### src/rtl/mem_port_arbiter.sv
// mem_port_arbiter: two-port arbiter in front of a single-port synchronous-read memory.
// Port 0 (CPU data) and port 1 (loader/DMA) share one memory port. One transaction
// issues per cycle. Grants are combinational, and read data returns one cycle later.
// Build option: define MEM_ARB_ROUND_ROBIN_EN to select round-robin arbitration.
// Without it, the block uses fixed priority to port 0, with a starvation guard
// that limits port 0 to MAX_HOLD consecutive wins over a waiting port 1.
module mem_port_arbiter #(
  parameter int unsigned MAX_HOLD = 4
) (
  input  logic        clock,
  input  logic        resetn,
  input  logic        req0,
  input  logic        req1,
  input  logic        we0,
  input  logic        we1,
  input  logic [31:0] addr0,
  input  logic [31:0] addr1,
  input  logic [31:0] wdata0,
  input  logic [31:0] wdata1,
  output logic        gnt0,
  output logic        gnt1,
  output logic        rvalid0,
  output logic        rvalid1,
  output logic [31:0] rdata0,
  output logic [31:0] rdata1,
  output logic [31:0] mem_addr,
  output logic        mem_we,
  output logic [31:0] mem_wdata,
  input  logic [31:0] mem_rdata
);

`ifdef MEM_ARB_ROUND_ROBIN_EN
  // last_gnt = 1 means port 1 won most recently, so port 0 wins the next contended cycle
  logic last_gnt;
  logic last_gnt_nxt;

  // Arbitration state register
  always_ff @(posedge clock or negedge resetn) begin
    if (!resetn) begin
      last_gnt <= 1'b1;
    end else begin
      last_gnt <= last_gnt_nxt;
    end
  end

  // Next-state: remember whichever port was granted; hold when idle
  always_comb begin
    last_gnt_nxt = last_gnt;
    if (gnt0) begin
      last_gnt_nxt = 1'b0;
    end else if (gnt1) begin
      last_gnt_nxt = 1'b1;
    end
  end
`else
  localparam int unsigned HOLD_W   = 4;
  localparam logic [HOLD_W-1:0] HOLD_MAX = HOLD_W'(MAX_HOLD);

  logic [HOLD_W-1:0] hold_cnt;
  logic [HOLD_W-1:0] hold_cnt_nxt;

  // Arbitration state register
  always_ff @(posedge clock or negedge resetn) begin
    if (!resetn) begin
      hold_cnt <= '0;
    end else begin
      hold_cnt <= hold_cnt_nxt;
    end
  end

  // Next-state: count port-0 wins while port 1 waits; clear once port 1 is served or stops asking
  always_comb begin
    hold_cnt_nxt = hold_cnt;
    if (!req1 || gnt1) begin
      hold_cnt_nxt = '0;
    end else if (gnt0) begin
      hold_cnt_nxt = (hold_cnt == HOLD_MAX) ? HOLD_MAX : hold_cnt + HOLD_W'(1);
    end
  end
`endif

  // Output: grant decision, gated off while reset is asserted
  always_comb begin
    gnt0 = 1'b0;
    gnt1 = 1'b0;
    if (resetn) begin
      if (req0 && req1) begin
`ifdef MEM_ARB_ROUND_ROBIN_EN
        gnt0 = last_gnt;
        gnt1 = ~last_gnt;
`else
        gnt1 = (hold_cnt == HOLD_MAX);
        gnt0 = ~gnt1;
`endif
      end else begin
        gnt0 = req0;
        gnt1 = req1;
      end
    end
  end

  // Output: memory port mux; with no grant, port 0 fields pass through and no write occurs
  always_comb begin
    mem_addr  = addr0;
    mem_wdata = wdata0;
    mem_we    = gnt0 & we0;
    if (gnt1) begin
      mem_addr  = addr1;
      mem_wdata = wdata1;
      mem_we    = we1;
    end
  end

  // Read-valid tracking: a granted read returns data on the following cycle
  always_ff @(posedge clock or negedge resetn) begin
    if (!resetn) begin
      rvalid0 <= 1'b0;
      rvalid1 <= 1'b0;
    end else begin
      rvalid0 <= gnt0 & ~we0;
      rvalid1 <= gnt1 & ~we1;
    end
  end

  assign rdata0 = mem_rdata;
  assign rdata1 = mem_rdata;

endmodule

### config.mk
export PLATFORM = sky130hd
export DESIGN_NAME = mem_port_arbiter
export DESIGN_NICKNAME = d
export VERILOG_FILES = /design/src/rtl/mem_port_arbiter.sv
export SDC_FILE = /design/constraint.sdc
export NUM_CORES = 1
export LEC_CHECK = 0
export ABC_AREA = 1
export BUFFER_PORTS_ARGS = -buffer_cell sky130_fd_sc_hd__buf_2
export CAP_MARGIN = 15
export CORE_AREA = 2 2 115 117
export DETAILED_ROUTE_END_ITERATION = 8
export DIE_AREA = 0 0 117 119
export GPL_TIMING_DRIVEN = 1
export PLACE_DENSITY_LB_ADDON = 0.08
export SLEW_MARGIN = 20
export SYNTH_ARGS = -nofsm -noshare
export SYNTH_HDL_FRONTEND = slang
export SYNTH_SLANG_ARGS = --single-unit
### constraint.sdc
create_clock -name clock -period 2.5 [get_ports clock]
set_input_delay 0.125 -clock clock [delete_from_list [all_inputs] [get_ports clock]]
set_output_delay 0.125 -clock clock [all_outputs]
set_load 0.02 [all_outputs]
==> results of run 1 <==
-- routing by layer --
layer / vias to the layer above / share of wire / GRT usage
li1: 1218 / - / -
met4: 0 / 0.032 / 0.0375
met2: 112 / 0.52 / 0.190
met1: 998 / 0.37 / 0.0933
met5: - / 0 / 0
met3: 30 / 0.086 / 0.0153
-- how the worst max path moves through the flow --
stage	startpoint	end	slack, ns	cells after the start
final	hold_cnt[0]	mem_wdata[13]	0.26	9
after global routing	hold_cnt[0]	mem_wdata[24]	0.06	9
after CTS	hold_cnt[0]	mem_wdata[13]	0.19	9
after detailed placement	hold_cnt[0]	mem_wdata[13]	0.45	9
after global placement	hold_cnt[0]	mem_addr[30]	0.47	9
after floorplan	hold_cnt[0]	mem_we	0.97	6
-- per-stage QoR --
step	hold WS (ns)	cell area, um^2
after floorplan	-0.171	1800
after global placement	-0.0123	2440
after detailed placement	-0.00987	2440
after CTS	0.0649	2520
after global routing	0.0798	2520
final	0.0664	2520
-- sequential cells by signal (all words and copies together) (netlist names) --
signal,flops
hold_cnt,4
rvalid0,1
rvalid1,1
-- worst register-to-register path, cell delays in order, from the launching register on --
cell and delay (ns):
dfrtp_1 0.40, inv_1 0.06, ha_1 0.22, nand3_2 0.12, nand2_2 0.21, nand2_2 0.13, buf_4 0.38, nor2_1 0.07
-- Yosys cell counts --
| master | count | share of area |
|---|---|---|
| o21bai_1 | 1 | 0.0042 |
| buf_2 | 6 | 0.017 |
| nand2_1 | 144 | 0.30 |
| nand3_1 | 67 | 0.19 |
| clkbuf_1 | 2 | 0.0042 |
| ha_1 | 2 | 0.014 |
| nand2_2 | 1 | 0.0035 |
| nand3_2 | 1 | 0.0056 |
| inv_1 | 11 | 0.023 |
| nor2_1 | 4 | 0.0083 |
| a21oi_1 | 1 | 0.0028 |
| buf_4 | 70 | 0.29 |
| xnor2_1 | 1 | 0.0049 |
| o21ai_0 | 3 | 0.0083 |
| buf_6 | 7 | 0.044 |
| dfrtp_1 | 6 | 0.083 |
-- where the power goes --
part	internal (W)	switching (W)
sequential	0.000100	0.00000188
clock	0.000205	0.0000507
combinational	0.000174	0.000262
-- layout make-up --
| cell class | instances | area [um^2] |
|---|---|---|
| timing repair buffer | 209 | 1070 |
| fill | 1506 | 10400 |
| inverter | 11 | 41.3 |
| tap | 176 | 220 |
| multi-input combinational | 225 | 971 |
| sequential | 6 | 150 |
| clock buffer | 3 | 75.1 |
-- logic make-up (layout without fill, tap and decap cells) --
logic type                 after synthesis  after routing  share of synthesized area
buffers and inverters                   96            223                      0.379
adders and majority gates                2              2                     0.0139
xor gates and xnor gates                 1              1                    0.00486
and+or+nand+nor                        217            217                      0.503
DFF                                      6              6                     0.0833
AOI/OAI and AO/OA                        5              5                     0.0153
-- what timing repair did --
item | CTS | global route
setup endpoints to repair | 0 | 0
endpoints found under the hold margin | 6 | 0
hold buffers | 1 | 0
==> run_results.csv, run 1 <==
group,metric,value,unit
status,status,"finished clean",
synthesis,synthCells,327,
worst_setup_path,cp_num_buf_inv,3,
layout,mostFrequentLayoutCells,"buf_2 (202), nand2_1 (143), nand3_1 (67)",
worst_hold_path,hold_class,"input pin to flip-flop",
clock_network,path_clk_slew,0.03,ns
detailed_routing,via_per_inst,3.74,
pwr,p_per_area,315,nW/um^2
pwr,p_total,0.000794,W
placement,gp_congestion,0.743,
global_route,grt_pass1_vias,2259,
detailed_routing,firstDrtPassIters,4,
global_route,antenna_found_initial,0,
worst_setup_path,r2r_slack,0.77,ns
detailed_routing,ant_nets,0,
timing,slew_headroom,0.718,
worst_setup_path,timing.rr.end,"rvalid1",
clock_network,htree_levels,1,
synthesis,syn-num-nets,495,
floorplan,die_area,13900,um^2
worst_setup_path,critical_path.top_delay_family,"simple AND/OR/NAND/NOR gates",
layout,area.growth.synth_to_final,40.1,%
worst_setup_path,cp.arrival,2.11,ns
clock_network,clk_path_buf_depth,2,
timing,fin_crit_sh,0.896,
clock_network,cts_sinks,6,
timing,fin_crit,2.24,ns
run,cap_violations,0,
layout,instances_no_fill,630,
worst_setup_path,critPathKind,"flip-flop to primary output",
timing,skew,0.000994,ns
placement,place_ws,0.454,ns
floorplan,core,12900,um^2
floorplan,core.rowCount,42,
worst_hold_path,min_from,"we1",
timing,hold_viol_final,0,
synthesis,ys_seq_area_frac,0.0833,
worst_hold_path,whs_endpoint,"rvalid1",
placement,dp.cells,626,
worst_hold_path,holdPathStages,2,
floorplan,num_io_pins,299,
layout,final_common_cell,"buf_2",
floorplan,die_h,119,um
worst_setup_path,reg2regPathDepth,7,
synthesis,ys_ff_latch,6,
detailed_routing,wl_per_cell,11.6,um
timing,setup_ws,0.261,ns
synthesis,ys_warn_count,0,
global_route,grt_pass1_wl,10.6,mm
layout,layout-drive-gt1-share,0.474,
worst_setup_path,cp.required,2.38,ns
worst_setup_path,path_cells,"inv_1 > ha_1 > nand3_2 > nand2_2 > nand2_2 > buf_4 > nand2_1 > nand2_1 > buf_2",
detailed_routing,drt-total-wl,7.30,mm
synthesis,syn-cell-area,1800,um^2
global_route,grt_max_degree,40,
placement,numPortBuffers,202,
timing,max_freq,0.447,GHz
timing,setup_violations,0,
worst_setup_path,slowest_delay,0.40,ns
clock_network,root_buffer,"clkbuf_16",
timing,maxSlewViolCount,0,
timing,rsz0062_at_grt,"false",
worst_setup_path,cp_max_fo,39,
timing,worst_slew_pin_slew,0.422,ns
layout,nNetsFinal,624,
clock_network,worstSkewPairLatency,0.22,ns
layout,postLayoutCoreUtil,0.196,
global_route,track_usage,0.0948,
worst_setup_path,startpoint_type,"flip-flop",
layout,n_antenna_cell,0,
synthesis,synth_cell_types,16,
detailed_routing,drc,0,
detailed_routing,num_vias,2358,
pwr,leakage,1.63,nW
clock_network,cts_tree,"yes",
clock_network,ctsResizeCount,0,
clock_network,numCtsBuffers,3,
global_route,overflow,0,
placement,dpl.hpwl,5.80,mm
timing,setup-tns-final,0,ns
worst_setup_path,critPathCaptureType,"primary output",
pwr,max-vdd-ir-drop,0.000329,V
synthesis,synth_area_per_cell,5.51,um^2
floorplan,die_w,117,um
worst_setup_path,rr_startpoint,"hold_cnt[0]",
clock_network,post_cts_buffers,0,
detailed_routing,drt_iter0_drc,101,
worst_setup_path,cpMaxStageDelayCell,"dfrtp_1",
floorplan,initial_core_util,0.140,
(Power assumes the default switching activity.)
==> run 2, diff against run 1 <==
--- a/config.mk
+++ b/config.mk
@@ -5,12 +5,12 @@
 export SDC_FILE = /design/constraint.sdc
 export NUM_CORES = 1
 export LEC_CHECK = 0
-export ABC_AREA = 1
+export ABC_AREA = 0
 export BUFFER_PORTS_ARGS = -buffer_cell sky130_fd_sc_hd__buf_2
 export CAP_MARGIN = 15
-export CORE_AREA = 2 2 115 117
+export CORE_AREA = 2 2 116 118
 export DETAILED_ROUTE_END_ITERATION = 8
-export DIE_AREA = 0 0 117 119
+export DIE_AREA = 0 0 118 120
 export GPL_TIMING_DRIVEN = 1
 export PLACE_DENSITY_LB_ADDON = 0.08
 export SLEW_MARGIN = 20
==> run 2 against run 1 <==
Compared with the run above: count of clock-buffer cells in the layout unchanged; core utilization down 1.1 points; die area up 1.7%; largest power group unchanged.
==> run_results.csv, run 2 <==
group,metric,value,unit
status,status,"finished clean",
timing,setup_violations,0,
timing,setup-tns-final,0,ns
clock_network,clk_path_buf_depth,2,
worst_setup_path,reg2regPathDepth,6,
floorplan,die_h,120,um
placement,numPortBuffers,202,
worst_setup_path,rr_startpoint,"hold_cnt[0]",
worst_hold_path,holdPathStages,2,
worst_setup_path,cpMaxStageDelayCell,"dfrtp_1",
layout,final_common_cell,"buf_2",
pwr,max-vdd-ir-drop,0.000117,V
layout,top_register,"hold_cnt",
global_route,grt_max_degree,43,
worst_setup_path,crit_cells,7,
clock_network,cts_tree,"yes",
detailed_routing,via_per_inst,3.53,
global_route,grt_pass1_vias,1671,
worst_setup_path,cp.arrival,2.12,ns
pwr,p_per_area,313,nW/um^2
synthesis,post-synth-top-count-cell,"buf_4",
detailed_routing,ant_nets,0,
timing,max_freq,0.446,GHz
layout,layout-drive-gt1-share,0.807,
pwr,seq_power_share,0.137,
floorplan,core.rowCount,42,
synthesis,ys_ff_latch,6,
detailed_routing,firstDrtPassIters,4,
synthesis,async_reset_ff_frac,1.00,
synthesis,synth_top_area_cell,"buf_4",
timing,maxSlewViolCount,0,
worst_setup_path,cp_num_buf_inv,3,
layout,mostFrequentLayoutCells,"buf_2 (202), mux2_2 (37), mux2_1 (27)",
synthesis,synth_edf_count,0,
clock_network,worstSkewPairLatency,0.23,ns
clock_network,htree_levels,1,
floorplan,initial_core_util,0.124,
worst_setup_path,path_cells,"inv_1 > ha_1 > nand3b_4 > a21oi_4 > buf_4 > mux2_2 > buf_2",
worst_hold_path,min_from,"we1",
worst_setup_path,startpoint_type,"flip-flop",
synthesis,syn-num-nets,337,
placement,gp_congestion,0.755,
floorplan,core,13000,um^2
layout,multi_input_area,897,um^2
timing,worst_slew_pin_slew,0.318,ns
synthesis,synth_top_area_frac,0.311,
pwr,p_clk_frac,0.346,
detailed_routing,wl_per_cell,11.8,um
floorplan,die_area,14200,um^2
pwr,power_switching,0.000258,W
synthesis,synth_area_per_cell,9.56,um^2
timing,skew,0.00118,ns
detailed_routing,drc,0,
pwr,power.internal,0.000497,W
worst_setup_path,slowest_delay,0.38,ns
timing,hold_viol_final,0,
global_route,grt_pass1_wl,8.39,mm
run,cap_violations,0,
synthesis,synthCells,169,
detailed_routing,drt-total-wl,5.67,mm
layout,area.growth.synth_to_final,49.0,%
worst_setup_path,timing.rr.end,"rvalid1",
synthesis,synthTopCellsByArea,"buf_4 (31%), mux2_2 (26%), mux2_1 (19%), dfrtp_1 (9.3%), buf_6 (2.8%)",
worst_hold_path,whs_endpoint,"rvalid1",
floorplan,die_w,118,um
timing,fin_crit,2.24,ns
synthesis,syn-cell-area,1620,um^2
detailed_routing,drt_iter0_drc,15,
synthesis,ys_warn_count,0,
pwr,p_total,0.000754,W
synthesis,synthFlopType,"dfrtp_1",
global_route,track_usage,0.0748,
placement,dpl.hpwl,5.11,mm
timing,slew_headroom,0.788,
layout,fillers,1495,
global_route,overflow,0,
layout,register_area,150,um^2
floorplan,num_io_pins,299,
worst_setup_path,critPathKind,"flip-flop to primary output",
timing,rsz0062_at_grt,"false",
clock_network,numCtsBuffers,3,
detailed_routing,num_vias,1700,
synthesis,ys_seq_area_frac,0.0930,
timing,hold_ws,0.0630,ns
worst_setup_path,cp_max_fo,25,
layout,largest_register_ff_count,4,
pwr,combPwrFrac,0.517,
layout,reg_top3,"hold_cnt: 4 flops, rvalid0: 1 flops, rvalid1: 1 flops",
global_route,antenna_found_initial,0,
clock_network,root_buffer,"clkbuf_16",
clock_network,path_clk_slew,0.03,ns
worst_setup_path,r2r_slack,1.00,ns
worst_setup_path,critical_path.top_delay_family,"buffers and inverters",
worst_hold_path,hold_class,"input pin to flip-flop",
clock_network,cts_sinks,6,
worst_setup_path,cp.required,2.38,ns
worst_setup_path,critPathCaptureType,"primary output",
pwr,p_sw_frac,0.342,
synthesis,yosys-top-cells-count,"buf_4 (67), mux2_2 (37), mux2_1 (27)",
layout,nNetsFinal,475,
timing,fin_crit_sh,0.897,
layout,n_antenna_cell,0,
synthesis,synth_cell_types,21,
pwr,leakage,1.26,nW
run 2: cell count changes after synthesis, sizes merged, moves of 2 or more:
| cell | delta |
|---|---|
| buf | -11 |
| nor2b | +3 |
| nand2 | -143 |
| nor2 | -4 |
| mux2 | +64 |
| clkbuf | -2 |
| nand3b | +2 |
| inv | -7 |
| nand3 | -63 |
run 2: timing repair:
item,CTS,global route
endpoints found under the hold margin,6,0
gates resized for setup,0,0
setup buffers,0,0
hold buffers,1,0
run 2: layout make-up:
type | count | share of cell area
inverter | 4 | 0.00624
tap | 176 | 0.0915
clock buffer | 3 | 0.0312
multi-input combinational | 87 | 0.373
timing repair buffer | 205 | 0.436
sequential | 6 | 0.0624
run 2: through the flow:
stage	instances	worst slack, ns	instance area, um^2	utilization
floorplan	169	0.687	1620	-
global placement	477	0.488	2320	0.179
detailed placement	477	0.464	2320	0.179
CTS	481	0.220	2410	0.185
global route	481	0.121	2410	0.185
finish	481	0.258	2410	0.185
run 2: metal layers:
| layer | wire length [um] | track usage | vias up |
|---|---|---|---|
| met4 | 245 | 0.0361 | 0 |
| li1 | - | - | 790 |
| met3 | 491 | 0.0147 | 34 |
| met2 | 3160 | 0.155 | 106 |
| met5 | 0 | 0 | - |
| met1 | 1770 | 0.0681 | 770 |
run 2: worst max path at each step:
stage,to,slack (ns),startpoint
5_1_grt,mem_wdata[29],0.12,hold_cnt[0]
6_report,mem_addr[2],0.26,hold_cnt[0]
3_3_place_gp,mem_wdata[8],0.49,hold_cnt[0]
4_1_cts,mem_addr[2],0.22,hold_cnt[0]
2_1_floorplan,mem_addr[24],0.69,hold_cnt[0]
3_5_place_dp,mem_addr[2],0.46,hold_cnt[0]
run 2: kinds of logic after synthesis:
group,after synthesis,synth area share
buffers and inverters,76,0.352
AND/OR/NAND/NOR,14,0.0589
flip-flops,6,0.0929
AO/OA/AOI/OAI,7,0.0349
adder cells (fa/ha/maj),2,0.0155
multiplexers,64,0.446
run 2: power groups by stage:
stage	clock network (W)	registers, W	logic (W)
2_1_floorplan	0	0.000105	0.000363
3_3_place_gp	0	0.000104	0.000397
3_5_place_dp	0	0.000105	0.000396
4_1_cts	0.000268	0.000103	0.000399
5_1_grt	0.000276	0.000104	0.000422
6_report	0.000261	0.000103	0.000390
run 2: worst reg2reg max path, stage by stage, from the launching register on:
cell	delay, ns
dfrtp_1	0.38
inv_1	0.09
ha_1	0.21
nand3b_4	0.12
a21oi_4	0.20
buf_12	0.24
nor2b_1	0.18
==> run 3, diff against run 2 <==
--- a/config.mk
+++ b/config.mk
@@ -9,10 +9,12 @@
 export BUFFER_PORTS_ARGS = -buffer_cell sky130_fd_sc_hd__buf_2
 export CAP_MARGIN = 15
 export CORE_AREA = 2 2 116 118
+export CTS_CLUSTER_DIAMETER = 50
 export DETAILED_ROUTE_END_ITERATION = 8
 export DIE_AREA = 0 0 118 120
 export GPL_TIMING_DRIVEN = 1
-export PLACE_DENSITY_LB_ADDON = 0.08
+export MAX_ROUTING_LAYER = met4
+export PLACE_DENSITY = 0.52
 export SLEW_MARGIN = 20
 export SYNTH_ARGS = -nofsm -noshare
 export SYNTH_HDL_FRONTEND = slang
==> run 3 against run 2 <==
Compared with the run above: clock power about the same; hold slack improved by 0.0027 ns; largest power group unchanged; highest routed layer unchanged; count of clock-buffer cells in the layout unchanged; total power increased by 0.48%; cell count increased by 0.21%; core utilization about the same; sequential share of layout area about the same; sequential cell count unchanged; routed wire length increased by 2.2%.
==> run_results.csv, run 3 (same netlist as run 2, synthesis figures left out) <==
group,metric,value,unit
worst_setup_path,critical_path.top_delay_family,"buffers and inverters",
worst_setup_path,cpMaxStageDelayCell,"dfrtp_1",
worst_setup_path,reg2regPathDepth,6,
run,cap_violations,0,
global_route,grt_pass1_wl,8.49,mm
detailed_routing,num_vias,1689,
pwr,p_clk_frac,0.342,
global_route,grt_pass1_vias,1658,
worst_setup_path,slowest_delay,0.40,ns
worst_setup_path,startpoint_type,"flip-flop",
global_route,overflow,0,
timing,setup_violations,0,
pwr,combPwrFrac,0.521,
detailed_routing,drt_iter0_drc,47,
detailed_routing,drc,0,
placement,gp_congestion,0.704,
timing,hold_ws,0.0657,ns
timing,hold_viol_final,0,
layout,area.growth.synth_to_final,49.1,%
layout,top_register,"hold_cnt",
detailed_routing,firstDrtPassIters,4,
worst_setup_path,rr_startpoint,"hold_cnt[0]",
layout,largest_register_ff_count,4,
worst_setup_path,crit_cells,7,
layout,design_area,2410,um^2
timing,worst_slew_pin_slew,0.285,ns
worst_setup_path,startpoint,"hold_cnt[0]",
worst_setup_path,cp.required,2.38,ns
clock_network,post_cts_buffers,0,
pwr,leakage,1.26,nW
clock_network,worstSkewPairLatency,0.23,ns
clock_network,clk_path_buf_depth,2,
global_route,antenna_found_initial,1,
worst_setup_path,cp_num_buf_inv,3,
pwr,power_switching,0.000261,W
floorplan,initial_core_util,0.124,
worst_setup_path,path_cells,"inv_1 > ha_1 > nand3b_4 > a21oi_4 > buf_12 > mux2_2 > buf_2",
worst_setup_path,cp.arrival,2.17,ns
floorplan,core,13000,um^2
worst_setup_path,endpoint,"mem_addr[2]",
detailed_routing,via_per_inst,3.50,
worst_setup_path,r2r_slack,0.88,ns
global_route,track_usage,0.0753,
timing,fin_crit,2.30,ns
floorplan,die_area,14200,um^2
layout,nNetsFinal,475,
floorplan,die_w,118,um
pwr,max-vdd-ir-drop,0.000217,V
timing,rsz0062_at_grt,"false",
detailed_routing,wl_per_cell,12.0,um
detailed_routing,drt-total-wl,5.80,mm
timing,setup-tns-final,0,ns
layout,layout-drive-gt1-share,0.807,
worst_setup_path,critPathCaptureType,"primary output",
worst_hold_path,hold_class,"input pin to flip-flop",
placement,post_dp_cell_area,2320,um^2
layout,mostFrequentLayoutCells,"buf_2 (202), mux2_2 (37), mux2_1 (27)",
timing,max_freq,0.435,GHz
detailed_routing,ant_nets,0,
timing,fin_crit_sh,0.920,
pwr,p_sw_frac,0.344,
placement,numPortBuffers,202,
placement,dpl.hpwl,4.96,mm
worst_setup_path,cp_max_fo,51,
clock_network,root_buffer,"clkbuf_16",
global_route,grt_max_degree,52,
clock_network,htree_levels,1,
layout,reg_top3,"hold_cnt: 4 flops, rvalid0: 1 flops, rvalid1: 1 flops",
timing,skew,0.000878,ns
worst_setup_path,critPathKind,"flip-flop to primary output",
clock_network,path_clk_slew,0.03,ns
pwr,seq_power_share,0.137,
pwr,power.internal,0.000497,W
floorplan,num_io_pins,299,
pwr,p_per_area,315,nW/um^2
clock_network,cts_sinks,6,
clock_network,numCtsBuffers,3,
floorplan,die_h,120,um
worst_setup_path,timing.rr.end,"rvalid1",
floorplan,core.rowCount,42,
layout,final_common_cell,"buf_2",
clock_network,cts_tree,"yes",
status,status,"finished clean",
timing,maxSlewViolCount,0,
timing,slew_headroom,0.810,
[run 3: what timing repair did]
item,4_1_cts,5_1_grt
hold endpoints to repair,6,0
resized for setup,0,0
hold buffers,1,0
[run 3: power by group through the flow]
| stage | sequential, W | clock [W] | combinational, W |
|---|---|---|---|
| floorplan | 0.000105 | 0 | 0.000363 |
| global placement | 0.000104 | 0 | 0.000392 |
| detailed placement | 0.000104 | 0 | 0.000397 |
| CTS | 0.000103 | 0.000264 | 0.000401 |
| global route | 0.000104 | 0.000268 | 0.000424 |
| finish | 0.000104 | 0.000259 | 0.000395 |
[run 3: layout make-up]
| class | count | area (um^2) |
|---|---|---|
| Inverter | 4 | 15.0 |
| Sequential cell | 6 | 150 |
| Timing Repair Buffer | 205 | 1050 |
| Tap cell | 176 | 220 |
| Clock buffer | 3 | 75.1 |
| Multi-Input combinational cell | 87 | 897 |
| Fill cell | 1454 | 10600 |
| Antenna cell | 1 | 2.50 |
[run 3: worst reg2reg max path, stage by stage, from the launching register on]
cell and delay [ns]:
dfrtp_1 0.40, inv_1 0.11, ha_1 0.24, nand3b_4 0.13, a21oi_4 0.21, buf_12 0.26
nor2b_1 0.19
[run 3: layer usage]
layer,vias up,global-route usage,share of wire
met5,-,-,0
li1,795,-,-
met3,27,0.0204,0.090
met2,110,0.122,0.47
met1,757,0.0877,0.41
met4,0,0.0324,0.030
[run 3: worst min-delay path by stage]
stage,to,slack [ns],start,depth (start not counted)
floorplan,hold_cnt[0],-0.17,resetn,0
global placement,rvalid1,-0.02,resetn,1
detailed placement,hold_cnt[3],-0.02,resetn,1
CTS,rvalid0,0.07,we0,2
global route,rvalid0,0.08,we0,2
finish,rvalid0,0.07,we0,2
[run 3: per-stage QoR]
stage / worst slack (ns) / total power [W] / cells / utilization
3_3_place_gp: 0.579 / 0.000496 / 477 / 0.179
2_1_floorplan: 0.687 / 0.000468 / 169 / -
4_1_cts: 0.187 / 0.000769 / 481 / 0.185
6_report: 0.201 / 0.000758 / 482 / 0.186
5_1_grt: 0.0999 / 0.000796 / 482 / 0.186
3_5_place_dp: 0.466 / 0.000501 / 477 / 0.179
